--- config.mk ---
export PLATFORM = sky130hd
export DESIGN_NAME = seg_display_sched
export DESIGN_NICKNAME = d
export VERILOG_FILES = /design/src/rtl/seg_display_sched.sv
export SDC_FILE = /design/constraint.sdc
export NUM_CORES = 1
export LEC_CHECK = 0
export ABC_AREA = 1
export BUFFER_PORTS_ARGS = -buffer_cell sky130_fd_sc_hd__buf_4
export CAP_MARGIN = 20
export CORE_ASPECT_RATIO = 0.8
export CORE_UTILIZATION = 40
export DETAILED_ROUTE_END_ITERATION = 10
export REMOVE_ABC_BUFFERS = 1
export SKIP_LAST_GASP = 1
export SLEW_MARGIN = 20
export SYNTH_ARGS = -nofsm -noshare
export SYNTH_HDL_FRONTEND = slang
export SYNTH_SLANG_ARGS = --single-unit
export TNS_END_PERCENT = 50
--- constraint.sdc ---
create_clock -name clk -period 2.3 [get_ports clk]
set_input_delay 0.345 -clock clk [delete_from_list [all_inputs] [get_ports clk]]
set_output_delay 0.345 -clock clk [all_outputs]
set_load 0.005 [all_outputs]
--- src/rtl/seg_display_sched.sv ---
// Time-slices one seven-segment display between hex requesters A and B (optional blank gap: SEG_SCHED_BLANK_GAP_EN).
// Latency: ack one cycle after req is sampled; first digit shown the cycle after the ack; DWELL cycles per slot.
// Backpressure: a held req is acked every other cycle; requesters never stall, newer values overwrite the held digit.
module seg_display_sched #(
  parameter int DWELL = 10_000_000,
  parameter int BLANK = 4
) (
  input  logic       clk,
  input  logic       rst_n,
  input  logic       req_a,
  input  logic [3:0] data_a,
  output logic       ack_a,
  input  logic       req_b,
  input  logic [3:0] data_b,
  output logic       ack_b,
  output logic [6:0] segments,
  output logic       dp,
  output logic       busy
);

  localparam int MAXV = (DWELL > BLANK) ? DWELL : BLANK;
  localparam int CW   = (MAXV > 1) ? $clog2(MAXV) : 1;
  localparam logic [CW-1:0] DWELL_LAST = CW'(DWELL - 1);
`ifdef SEG_SCHED_BLANK_GAP_EN
  localparam logic [CW-1:0] BLANK_LAST = CW'(BLANK - 1);
`endif

`ifdef SEG_SCHED_BLANK_GAP_EN
  typedef enum logic [1:0] {IDLE, SHOW, GAP} state_t;
`else
  typedef enum logic [1:0] {IDLE, SHOW} state_t;
`endif

  // owner encoding: 0 = A, 1 = B (so dp is simply owner while showing)
  state_t          state, state_nxt;
  logic            owner, owner_nxt;
  logic [CW-1:0]   cnt, cnt_nxt;
  logic [3:0]      disp, disp_nxt;
  logic [3:0]      hold_a, hold_b;
  logic            valid_a, valid_b;
  logic            next_owner;

  function automatic logic [6:0] hexdec(input logic [3:0] v);
    logic [6:0] s;
    case (v)
      4'h0: s = 7'h3F;
      4'h1: s = 7'h06;
      4'h2: s = 7'h5B;
      4'h3: s = 7'h4F;
      4'h4: s = 7'h66;
      4'h5: s = 7'h6D;
      4'h6: s = 7'h7D;
      4'h7: s = 7'h07;
      4'h8: s = 7'h7F;
      4'h9: s = 7'h6F;
      4'hA: s = 7'h77;
      4'hB: s = 7'h7C;
      4'hC: s = 7'h39;
      4'hD: s = 7'h5E;
      4'hE: s = 7'h79;
      default: s = 7'h71;
    endcase
    return s;
  endfunction

  // Accept handshakes: ack toggles while req is held, each ack latches the digit and marks the source live.
  always_ff @(posedge clk) begin
    if (!rst_n) begin
      ack_a   <= 1'b0;
      ack_b   <= 1'b0;
      valid_a <= 1'b0;
      valid_b <= 1'b0;
      hold_a  <= 4'h0;
      hold_b  <= 4'h0;
    end else begin
      ack_a <= req_a & ~ack_a;
      ack_b <= req_b & ~ack_b;
      if (req_a & ~ack_a) begin
        hold_a  <= data_a;
        valid_a <= 1'b1;
      end
      if (req_b & ~ack_b) begin
        hold_b  <= data_b;
        valid_b <= 1'b1;
      end
    end
  end

  // Scheduler state register.
  always_ff @(posedge clk) begin
    if (!rst_n) begin
      state <= IDLE;
      owner <= 1'b0;
      cnt   <= '0;
      disp  <= 4'h0;
    end else begin
      state <= state_nxt;
      owner <= owner_nxt;
      cnt   <= cnt_nxt;
      disp  <= disp_nxt;
    end
  end

  // Next-state: round-robin to the other source only if it has ever posted; disp latches only on SHOW entry.
  always_comb begin
    state_nxt  = state;
    owner_nxt  = owner;
    cnt_nxt    = cnt;
    disp_nxt   = disp;
    next_owner = owner ? ~valid_a : valid_b;
    case (state)
      IDLE: begin
        if (valid_a | valid_b) begin
          state_nxt = SHOW;
          owner_nxt = ~valid_a;
          cnt_nxt   = '0;
          disp_nxt  = valid_a ? hold_a : hold_b;
        end
      end
      SHOW: begin
        if (cnt == DWELL_LAST) begin
          cnt_nxt   = '0;
          owner_nxt = next_owner;
`ifdef SEG_SCHED_BLANK_GAP_EN
          state_nxt = GAP;
`else
          disp_nxt  = next_owner ? hold_b : hold_a;
`endif
        end else begin
          cnt_nxt = cnt + 1'b1;
        end
      end
`ifdef SEG_SCHED_BLANK_GAP_EN
      GAP: begin
        if (cnt == BLANK_LAST) begin
          cnt_nxt   = '0;
          state_nxt = SHOW;
          disp_nxt  = owner ? hold_b : hold_a;
        end else begin
          cnt_nxt = cnt + 1'b1;
        end
      end
`endif
      default: state_nxt = IDLE;
    endcase
  end

  // Outputs decode from registers only; blank whenever not showing.
  always_comb begin
    segments = 7'h00;
    dp       = 1'b0;
    busy     = (state != IDLE);
    if (state == SHOW) begin
      segments = hexdec(disp);
      dp       = owner;
    end
  end

endmodule

==> results of run 1 <==
==> area by class of cell <==
class	instances	area (um2)	share of cell area
clock buffers	6	72.6	0.0235
flip-flops and latches	49	983	0.319
repair buffers	33	248	0.0804
clock inverters	2	15.0	0.00487
multi-input cells	284	1450	0.471
inverters	54	205	0.0666
well taps	84	105	0.0341
==> final timing paths <==
path,endpoint,slack (ps),depth (start not counted)
setup / recovery,flip-flop,170,15
hold / removal,hold_a[0],250,3
setup reg to reg,flip-flop,170,15
hold reg to reg,cnt[20],490,2
==> placed cells by master, fill, tap and decap left out, drive strengths merged, types with 7 or more instances in the layout <==
cell	n
nor3	7
o21ai	23
nand3	31
nor2	55
inv	54
buf	33
dfxtp	49
nand2	105
nand4	11
ha	8
a21oi	27
==> worst max-delay path, cell delays in order (launching register included) <==
cell and delay [ps]:
dfxtp_2 360, ha_2 180, nand2_2 70, nor2_4 120, inv_2 70, nor2_1 90
nand3_1 80, nand2_2 160, a21oi_2 100, nor2_2 150, inv_1 80, ha_1 270
inv_1 50, nand4_1 100, nand3_1 100, nand2_1 50
==> routing by layer <==
metal	vias to the layer above	routed length, um
met2	60	2600
met5	-	0
met1	1127	3150
met4	0	82
met3	10	307
li1	1330	-
==> power by group <==
group | switching (mW) | leakage, nW | total [mW] | internal (mW)
Clock | 0.311 | 0.0374 | 0.526 | 0.215
Sequential | 0.0248 | 0.402 | 0.937 | 0.912
Combinational | 0.245 | 0.907 | 0.400 | 0.154
==> metrics by stage <==
stage                     TNS (ps)  instances  area [um2]  power (mW)
after detailed placement         0        500        2940        1.33
final                            0        512        3080        1.86
after CTS                        0        508        3030        1.85
after global routing         -25.4        512        3080        1.97
after floorplan              -5410        387        2610        1.19
after global placement           0        500        2940        1.33
==> cell families (layout without fill, tap and decap cells) <==
kind of cell / Yosys count / after routing
DFF: 49 / 49
AOI/OAI and AO/OA: 58 / 58
xor gates and xnor gates: 3 / 3
adders and majority gates: 8 / 8
buffers and inverters: 64 / 95
and+or+nand+nor: 215 / 215
==> what timing repair did <==
action                     CTS  global route
setup endpoints to repair    0             7
setup buffers                0             4
gates resized for setup      0            11
==> out/results.ini, run 1 <==
[layout]
drive_gt1_frac = 0.166
fillCellCount = 651
final_util = 0.481
n_antenna_cell = 0
nNetsFinal = 447
area_growth_syn_to_layout_pct = 15.9

[die]
core_mm2 = 0.00641
die_h_um = 74.9
die_w_um = 93.2
start_util = 0.415
rows = 26
die_area_mm2 = 0.00698
io_pins = 23

[global_route]
grtUsageMet1 = 0.265
met2_usage = 0.297
antenna_found_initial = 0
grt_pass1_wl_um = 10300
grt_start_max_net_pins = 29
met3_usage = 0.0364
grt_pass1_vias = 2244
busiest_layer = met2
gr-usage-all-layers = 0.190
gr-total-overflow = 0

[pwr]
leakage_nw = 1.35
ir_worst_vdd_mv = 0.363
p_per_area_mw_per_mm2 = 604

[timing]
clock.fmax_mhz = 469
worst_pin_slew_ps = 735
hold_viol_final = 0
slew_headroom = 0.510
setup_violations = 0
fin_crit_ps = 2130
holdWs_ps = 252
fin_crit_sh = 0.927
skew_ps = 7.41
drv_slew = 0
layout_setup_ws_ps = 168

[logic_synthesis]
yosysSeqAreaShare = 0.369
synth_simple_gate_area_share = 0.370
synth-compound-area-share = 0.119
syn_area_per_cell_um2 = 6.70
synth_top_family_by_area = simple AND/OR/NAND/NOR gates
synth_seq_cells = 49
ys.flop_type = dfxtp_1
synth_most_common_cell = nand2_1
yosys_warnings = 0
synth_area_mm2 = 0.00266
yosysTopAreaCell = dfxtp_1
syn_inst = 397
synth_cell_types = 32
synth_area_leaders = dfxtp_1 (37%), nand2_1 (14%), nor2_1 (7.5%)
synth_top_area_frac = 0.369
synth_edf_count = 0
synth.mux.area_fraction = 0
netlist_top_cells_count = nand2_1 (99), nor2_1 (53), dfxtp_1 (49)
synth_fa_ha_area_frac = 0.0376
async_flop_share = 0
synth_xor_area_frac = 0.00988

[cts]
postCtsHoldBufs = 0
cts_sinks = 49
cts_buffers = 5
clk_path_buf_depth = 2
ctsRootBufferMaster = clkbuf_8
cts_htree_levels = 2
cts.clk_slew.worst_paths_ps = 100
clock_latency_ps = 310
cts_tree = yes

[routing]
drt_wl_total_um = 6140
drc_errors = 0
drt.antenna.violating_nets = 0
vias_per_cell = 4.94
drt-initial-drc-count = 138
vias = 2527
routedWlPerCell_um = 12.0
firstDrtPassIters = 4

[placed_design]
portBuffers = 22
gp_congestion = 0.859
pre_cts_ws_ps = 103
place_hpwl_um = 4300

[worst_setup_path]
critPathArrivalTime_ps = 2350
start_kind = flip-flop
endpoint_kind = flip-flop
cp_max_fo = 5
crit_type = reg2reg
crit_path_start = cnt[1]
r2r_start = cnt[1]
worstPathRequired_ps = 2520

[worst_hold_path]
min_path_type = in2reg
min-delay-start = data_a[0]

[flow_run]
cap_violations = 0

[outcome]
outcome = completed

Power figures use the tool's default switching activity.
==> run 2, diff against run 1 <==
clock period = 2.6 ns   (was 2.3 ns; I/O delays follow)
==> out/results.ini, run 2 (synthesis gave the netlist of run 1 again) <==
[global_route]
gr-total-overflow = 0
grt_pass1_wl_um = 9990
grt_pass1_vias = 2189
antenna_found_initial = 0
gr-usage-all-layers = 0.183
grt_start_max_net_pins = 29

[timing]
rsz0062_at_grt = false
fin_crit_sh = 0.893
clock.fmax_mhz = 431
slew_headroom = 0.498
hold_viol_final = 0
setup_violations = 0
skew_ps = 5.06
drv_slew = 0
worst_pin_slew_ps = 753
fin_crit_ps = 2320
layout_setup_ws_ps = 279
holdWs_ps = 302

[die]
die_w_um = 93.2
rows = 26
core_mm2 = 0.00641
start_util = 0.415
io_pins = 23
die_h_um = 74.9
die_area_mm2 = 0.00698

[routing]
vias_per_cell = 4.90
drt_wl_total_um = 5860
drc_errors = 0
vias = 2470
firstDrtPassIters = 5
drt.antenna.violating_nets = 0
routedWlPerCell_um = 11.6
drt-initial-drc-count = 133

[cts]
cts.clk_slew.worst_paths_ps = 90
cts_tree = yes
cts_sinks = 49
ctsRootBufferMaster = clkbuf_8
cts_htree_levels = 2
cts_buffers = 5
cts_setup_buffers = 0
postCtsHoldBufs = 0
cts_resized = 0
clk_path_buf_depth = 2
clock_latency_ps = 300

[worst_hold_path]
min_path_type = in2reg

[flow_run]
cap_violations = 0

[pwr]
leakage_nw = 1.33
ir_worst_vdd_mv = 0.221
p_per_area_mw_per_mm2 = 563

[worst_setup_path]
start_kind = flip-flop
worstPathRequired_ps = 2810
cp_max_fo = 7
crit_type = reg2reg
critPathArrivalTime_ps = 2530
endpoint_kind = flip-flop

[layout]
fillCellCount = 660
drive_gt1_frac = 0.131
layout_commonest_cell = nand2_1
seqCellArea_um2 = 981
area_growth_syn_to_layout_pct = 13.5
multiInputGateArea_mm2 = 0.00143
n_antenna_cell = 0
final_cell_mix = nand2_1 (99), nor2_1 (53), dfxtp_1 (49)
nNetsFinal = 439

[placed_design]
pre_cts_ws_ps = 306
portBuffers = 22
gp_congestion = 0.880
place_hpwl_um = 4200

[outcome]
outcome = completed

run 2: power by group:
group          total (mW)  switching (mW)  internal, mW
Combinational       0.324           0.203         0.121
Clock               0.547           0.258         0.289
Sequential          0.829          0.0229         0.806
Total                1.70           0.484          1.22
run 2: per-layer routing:
| metal | GRT usage | vias up | share of wire |
|---|---|---|---|
| li1 | - | 1317 | - |
| met1 | 0.256 | 1107 | 0.52 |
| met2 | 0.290 | 41 | 0.43 |
| met3 | 0.0333 | 5 | 0.037 |
| met4 | 0.0564 | 0 | 0.0094 |
| met5 | 0 | - | 0 |
run 2: worst max-delay path, stage by stage, from the launching register on:
cell and delay [ps]:
dfxtp_1 390, ha_1 190, nand2_2 80, nor2_4 110, inv_2 60, nor2_1 90
nand3_1 90, nand2_2 180, nand2_4 120, nand2_1 90, nand3_2 140, inv_1 150
ha_1 180, nand4_1 160, nand3_1 130, nand2_1 60
run 2: final timing paths:
kind / startpoint / cells past startpoint / endpoint / slack (ps)
hold reg to reg: cnt[23] / 2 / cnt[23] / 490
setup / recovery: cnt[0] / 15 / flip-flop / 280
setup reg to reg: cnt[0] / 15 / flip-flop / 280
hold / removal: data_a[2] / 3 / hold_a[2] / 300
run 2: layout make-up:
type	instances	area share
clock buffer	6	0.0240
clock inverter	2	0.0128
inverter	54	0.0671
multi-input combinational	284	0.474
sequential	49	0.325
tap	84	0.0348
timing repair buffer	25	0.0622
run 2: per-stage QoR:
step                      area, um2   util  power [mW]  instances  setup TNS, ps
final                          3020  0.471        1.70        504              0
after global routing           3020  0.471        1.80        504              0
after CTS                      3020  0.471        1.72        504              0
after detailed placement       2910  0.454        1.17        496              0
after global placement         2910  0.454        1.17        496              0
after floorplan                2610      -        1.06        387          -2370
